===== src/rtl/paula_audio_mixer_mc.sv =====
// paula_audio_mixer_mc: time-multiplexed NCH-channel Paula stereo mixer.
// One shared multiplier scales one channel per clk. The left and right sums
// build up in two accumulators, and a registered stereo pair is presented
// with a one-cycle out_valid strobe.
// Optional build macro PAULA_MIX_SAT_EN: when OUT_W < ACC_W the outputs
// saturate to the signed OUT_W range. Without the macro they keep the low
// OUT_W bits of the accumulator and therefore wrap.
//
// state | meaning
// IDLE  | waiting for mix_stb & clk7_en; shadows hold the last accepted inputs
// RUN   | scaling/accumulating channel idx, one channel per clk
// DONE  | loading output registers and raising out_valid
module paula_audio_mixer_mc #(
  parameter int NCH = 4,
  parameter int SW = 8,
  parameter int OUT_W = 15,
  parameter logic [NCH-1:0] LEFT_MASK = NCH'(4'b0110)
) (
  input  logic                    clk,
  input  logic                    reset,
  input  logic                    clk7_en,
  input  logic                    mix_stb,
  input  logic                    mono,
  input  logic [NCH*SW-1:0]       sample,
  input  logic [NCH*7-1:0]        vol,
  output logic signed [OUT_W-1:0] ldatasum,
  output logic signed [OUT_W-1:0] rdatasum,
  output logic                    out_valid,
  output logic                    busy,
  output logic                    overrun
);

  localparam int IDXW  = $clog2(NCH);
  localparam int PW    = SW + 7;
  localparam int ACC_W = SW + 7 + $clog2(NCH);
  localparam int WIDE  = (OUT_W > ACC_W) ? OUT_W : ACC_W;

`ifdef PAULA_MIX_SAT_EN
  localparam logic signed [WIDE-1:0] SAT_MAX = WIDE'((longint'(1) <<< (OUT_W - 1)) - 1);
  localparam logic signed [WIDE-1:0] SAT_MIN = -SAT_MAX - 1;
`endif

  typedef enum logic [1:0] {IDLE, RUN, DONE} state_t;

  state_t                   state_q, state_d;
  logic [IDXW-1:0]          idx_q, idx_d;
  logic [NCH*SW-1:0]        samp_q, samp_d;
  logic [NCH*7-1:0]         vol_q, vol_d;
  logic                     mono_q, mono_d;
  logic signed [ACC_W-1:0]  lacc_q, lacc_d;
  logic signed [ACC_W-1:0]  racc_q, racc_d;
  logic signed [OUT_W-1:0]  ldat_q, ldat_d;
  logic signed [OUT_W-1:0]  rdat_q, rdat_d;
  logic                     valid_q, valid_d;
  logic                     ovr_q, ovr_d;

  logic signed [SW-1:0]     cur_s;
  logic [6:0]               cur_v;
  logic [5:0]               gain;
  logic signed [PW-1:0]     prod;
  logic signed [ACC_W-1:0]  prod_ext;
  logic                     start_req;

  // Resize an accumulator to the output width. Sign extension and the
  // wrapping truncation both reduce to taking the low OUT_W bits of a
  // sign-extended copy, so the only special case is saturation.
  function automatic logic signed [OUT_W-1:0] fit_out(input logic signed [ACC_W-1:0] a);
    logic signed [WIDE-1:0] w;
    w = WIDE'(a);
`ifdef PAULA_MIX_SAT_EN
    if (OUT_W < ACC_W) begin
      if (w > SAT_MAX)      w = SAT_MAX;
      else if (w < SAT_MIN) w = SAT_MIN;
    end
`endif
    return w[OUT_W-1:0];
  endfunction

  // Shared multiplier: scale the currently indexed shadow channel by its gain.
  // Volume bit 6 forces full gain (63), matching the original Paula.
  always_comb begin
    cur_s    = samp_q[idx_q*SW +: SW];
    cur_v    = vol_q[idx_q*7 +: 7];
    gain     = cur_v[6] ? 6'd63 : cur_v[5:0];
    prod     = PW'(cur_s) * $signed({{(PW-6){1'b0}}, gain});
    prod_ext = ACC_W'(prod);
  end

  assign start_req = mix_stb & clk7_en;

  // Next-state and datapath logic. Defaults hold every register and clear the pulses.
  always_comb begin
    state_d = state_q;
    idx_d   = idx_q;
    samp_d  = samp_q;
    vol_d   = vol_q;
    mono_d  = mono_q;
    lacc_d  = lacc_q;
    racc_d  = racc_q;
    ldat_d  = ldat_q;
    rdat_d  = rdat_q;
    valid_d = 1'b0;
    ovr_d   = 1'b0;
    case (state_q)
      IDLE: begin
        if (start_req) begin
          samp_d  = sample;
          vol_d   = vol;
          mono_d  = mono;
          lacc_d  = '0;
          racc_d  = '0;
          idx_d   = '0;
          state_d = RUN;
        end
      end
      RUN: begin
        ovr_d = start_req;
        if (mono_q || LEFT_MASK[idx_q]) lacc_d = lacc_q + prod_ext;
        if (mono_q || !LEFT_MASK[idx_q]) racc_d = racc_q + prod_ext;
        if (idx_q == IDXW'(NCH - 1)) state_d = DONE;
        else                         idx_d   = idx_q + 1'b1;
      end
      DONE: begin
        ovr_d   = start_req;
        ldat_d  = fit_out(lacc_q);
        rdat_d  = fit_out(racc_q);
        valid_d = 1'b1;
        state_d = IDLE;
      end
      default: state_d = IDLE;
    endcase
  end

  // State and datapath registers with synchronous active-high reset.
  always_ff @(posedge clk) begin
    if (reset) begin
      state_q <= IDLE;
      idx_q   <= '0;
      samp_q  <= '0;
      vol_q   <= '0;
      mono_q  <= 1'b0;
      lacc_q  <= '0;
      racc_q  <= '0;
      ldat_q  <= '0;
      rdat_q  <= '0;
      valid_q <= 1'b0;
      ovr_q   <= 1'b0;
    end else begin
      state_q <= state_d;
      idx_q   <= idx_d;
      samp_q  <= samp_d;
      vol_q   <= vol_d;
      mono_q  <= mono_d;
      lacc_q  <= lacc_d;
      racc_q  <= racc_d;
      ldat_q  <= ldat_d;
      rdat_q  <= rdat_d;
      valid_q <= valid_d;
      ovr_q   <= ovr_d;
    end
  end

  assign ldatasum  = ldat_q;
  assign rdatasum  = rdat_q;
  assign out_valid = valid_q;
  assign overrun   = ovr_q;
  assign busy      = (state_q != IDLE);

endmodule


===== config.mk =====
export PLATFORM = sky130hd
export DESIGN_NAME = paula_audio_mixer_mc
export DESIGN_NICKNAME = d
export VERILOG_FILES = /design/src/rtl/paula_audio_mixer_mc.sv
export SDC_FILE = /design/constraint.sdc
export NUM_CORES = 1
export LEC_CHECK = 0
export ABC_AREA = 1
export ABC_CLOCK_PERIOD_IN_PS = 18800
export BUFFER_PORTS_ARGS = -buffer_cell sky130_fd_sc_hd__buf_4
export CORE_UTILIZATION = 64
export CTS_CLUSTER_SIZE = 16
export DETAILED_ROUTE_END_ITERATION = 6
export PLACE_DENSITY_LB_ADDON = 0.15
export SETUP_SLACK_MARGIN = 0.4
export SLEW_MARGIN = 20
export SYNTH_ARGS = -nofsm -noshare
export SYNTH_HDL_FRONTEND = slang
export SYNTH_SLANG_ARGS = --single-unit
export TNS_END_PERCENT = 10

===== constraint.sdc =====
create_clock -name clk -period 18.8 [get_ports clk]
set_clock_uncertainty 0.1 [all_clocks]
set_input_delay 1.88 -clock clk [delete_from_list [all_inputs] [get_ports clk]]
set_output_delay 1.88 -clock clk [all_outputs]
set_load 0.005 [all_outputs]

==> reports/metrics.yaml <==
global_route:
  grt_use_total_pct: 31.3
  grt_start_max_net_pins: 78
  grt-ovfl-total: 0
  grt_pass1_vias: 7235
  grt_pass1_wl_mm: 32.8
  antenna_found_initial: 0
yosys:
  syn_nets: 1320
  yosysSeqAreaShare_pct: 30.3
  async_reset_ff_share_pct: 0
  ys_ff_latch: 127
  postSynthCellCount: 1155
  syn_area_mm2: 0.00839
  synth_cell_types: 42
  syn_area_per_cell_um2: 7.27
  synth_edf_count: 0
  synth-main-ff-cell: "dfxtp_1"
  ys_warn_count: 0
clock_tree:
  clk_pin_slew_ps: 50
  clock_latency_ps: 430
  cts.sinks: 127
  cts_setup_buffers: 0
  clock_path_buffers: 2
  post_cts_resize_count: 0
  h-tree-depth: 4
  hold_buffers: 0
  cts_buffers: 17
  cts_tree: "yes"
  cts-root-buf: "clkbuf_16"
critical_path:
  cp_num_buf_inv: 4
  worst-setup-path-type: "flip-flop to flip-flop"
  critPathLaunchType: "flip-flop"
  cp.required_ps: 19060
  end_kind: "flip-flop"
  max_stage_delay_ps: 750
  r2r_slack_ps: 11930
  path_depth: 29
  cp.arrival_ps: 7130
  r2r_end: "racc_q[14]"
  crit_fanout: 18
  crit_family: "adder cells"
  crit_start: "idx_q[1]"
  worst_path_max_delay_cell: "dfxtp_1"
  endpoint: "racc_q[14]"
  reg2reg_depth: 29
  r2r-start: "idx_q[1]"
place:
  postPlaceCellArea_mm2: 0.00918
  place_congestion: 0.946
  hpwl_mm: 14.7
  place_inst: 1383
  io_buffer_count: 97
sta:
  slew_headroom_pct: 48.0
  min_period_ps: 6870
  tns_ps: 0
  max_freq_ghz: 0.146
  rsz0062_at_grt: "no"
  setup_viol: 0
  hold_viol: 0
  fin_crit_sh_pct: 36.5
  tightest_slew_ps: 775
  drv_slew: 0
die:
  die_h_um: 117
  core.rowCount: 41
  ios: 98
  dieArea_mm2: 0.0136
  core-area_mm2: 0.0127
  die_x_um: 117
  initial_core_util_pct: 66.0
route:
  drcViolationCount: 0
  initialDrtViolationCount: 499
  first_pass_iters: 5
  ant_nets: 0
  vias: 7632
  viasPerCell: 5.40
  wl_per_cell_um: 13.9
  drt_wl_total_mm: 19.6
hold_path:
  hold_path.class: "flip-flop to flip-flop"
  min-delay-start: "vol_q[6]"
outcome:
  status: "finished clean"
pwr:
  vdd_drop_max_mv: 0.145
  power_mw: 1.45
  power_density_mw_per_mm2: 148
  leakagePower_nw: 4.63
finish:
  num_antenna_cells: 0
  nets: 1395
  finish.instance_area_mm2: 0.00977
  drive_gt1_share_pct: 14.0
  multi_input_area_mm2: 0.00490
  register_area_mm2: 0.00254
  area_delta_synth_final_pct: 16.4
  stdcell_count: 1413
  fill_cells: 977
run:
  cap_viol_max_count: 0
[stage by stage]
stage / util (%) / hold slack (ps) / setup WS, ps
after floorplan: - / 320 / 12720
after global placement: 72.1 / 331 / 12180
after detailed placement: 72.1 / 343 / 12010
after CTS: 76.8 / 352 / 11930
after global routing: 76.8 / 373 / 11310
final: 76.8 / 349 / 11930
[worst min-delay path: stages (launching register included)]
cell	delay (ps)
dfxtp_1	310
inv_1	50
a21oi_1	50
[flip-flops by register name (all words and copies together), names as in the netlist, 2 cells and up]
register and count:
racc_q 15, ldatasum 15, samp_q 32, rdatasum 15, state_q 2, idx_q 2
lacc_q 15, vol_q 28
[logic make-up (layout without fill, tap and decap cells)]
family,count (synthesis),count (layout),synth area share [%]
DFF,127,127,30.3
AOI/OAI and AO/OA,334,334,20.9
xor gates and xnor gates,12,12,1.25
adders and majority gates,100,100,18.2
buffers and inverters,246,332,11.4
and+or+nand+nor,336,336,17.9
[area by class of cell]
cell class / instances / share of cell area [%]
multi-input combinational: 782 / 50.2
sequential: 127 / 26.0
inverter: 201 / 7.77
timing repair buffer: 101 / 7.76
clock buffer: 20 / 4.67
tap: 172 / 2.20
clock inverter: 10 / 1.42
[cells in the mapped netlist (all sizes together) (2+ instances only)]
cell	number	area share, %
inv	200	9.0
a21oi	167	10
nand2	147	7.3
o21ai	139	8.3
dfxtp	127	30
nor2	126	6.2
ha	63	9.4
nand3	45	3.0
fa	37	8.8
clkbuf	35	1.6
buf	10	0.83
or2	8	0.60
xor2	7	0.73
a22oi	6	0.54
nand4	6	0.45
o21bai	6	0.54
a21o	5	0.45
xnor2	5	0.52
a21boi	3	0.27
a31oi	2	0.22
nand3b	2	0.18
nor3	2	0.12
o21a	2	0.18
o22ai	2	0.15
[report_power, final]
part | switching [mW] | internal [mW]
Clock | 0.120 | 0.213
Sequential | 0.0146 | 0.290
Combinational | 0.534 | 0.274
Total | 0.668 | 0.777
[placed cells by master, fill, tap and decap left out, types with 3 or more instances in the layout]
cell        netlist  final
nand2_4           5      5
nand2_1         133    133
o21bai_1          6      6
o21ai_1          13     13
nor2_1          122    122
fa_1             37     37
clkbuf_16         0     17
bufinv_16         0      3
a22oi_1           6      6
ha_1             63     63
xor2_1            7      7
a21o_1            5      5
inv_2             4      5
nand4_1           6      6
nand2_2           9      9
o21ai_0         125    125
clkinvlp_4        0      4
nand3_1          39     38
dfxtp_1         127    127
inv_1           194    193
buf_4             0    101
nand3_2           6      6
a21oi_1         165    165
xnor2_1           5      5
or2_2             8      8
[routing by layer]
layer,track usage [%],vias up,share of wire [%]
met5,0,-,0
met4,17.0,0,3.5
met3,5.50,46,4.1
met2,55.1,194,49
met1,36.0,3504,44
li1,-,3888,-
[how the worst min path moves through the flow]
stage | endpoint | slack, ps | depth (start not counted)
detailed placement | vol_q[6] | 340 | 2
floorplan | vol_q[22] | 320 | 2
CTS | vol_q[6] | 350 | 2
finish | vol_q[6] | 350 | 2
global placement | vol_q[1] | 330 | 2
global route | vol_q[6] | 370 | 2
(Power assumes the default switching activity.)
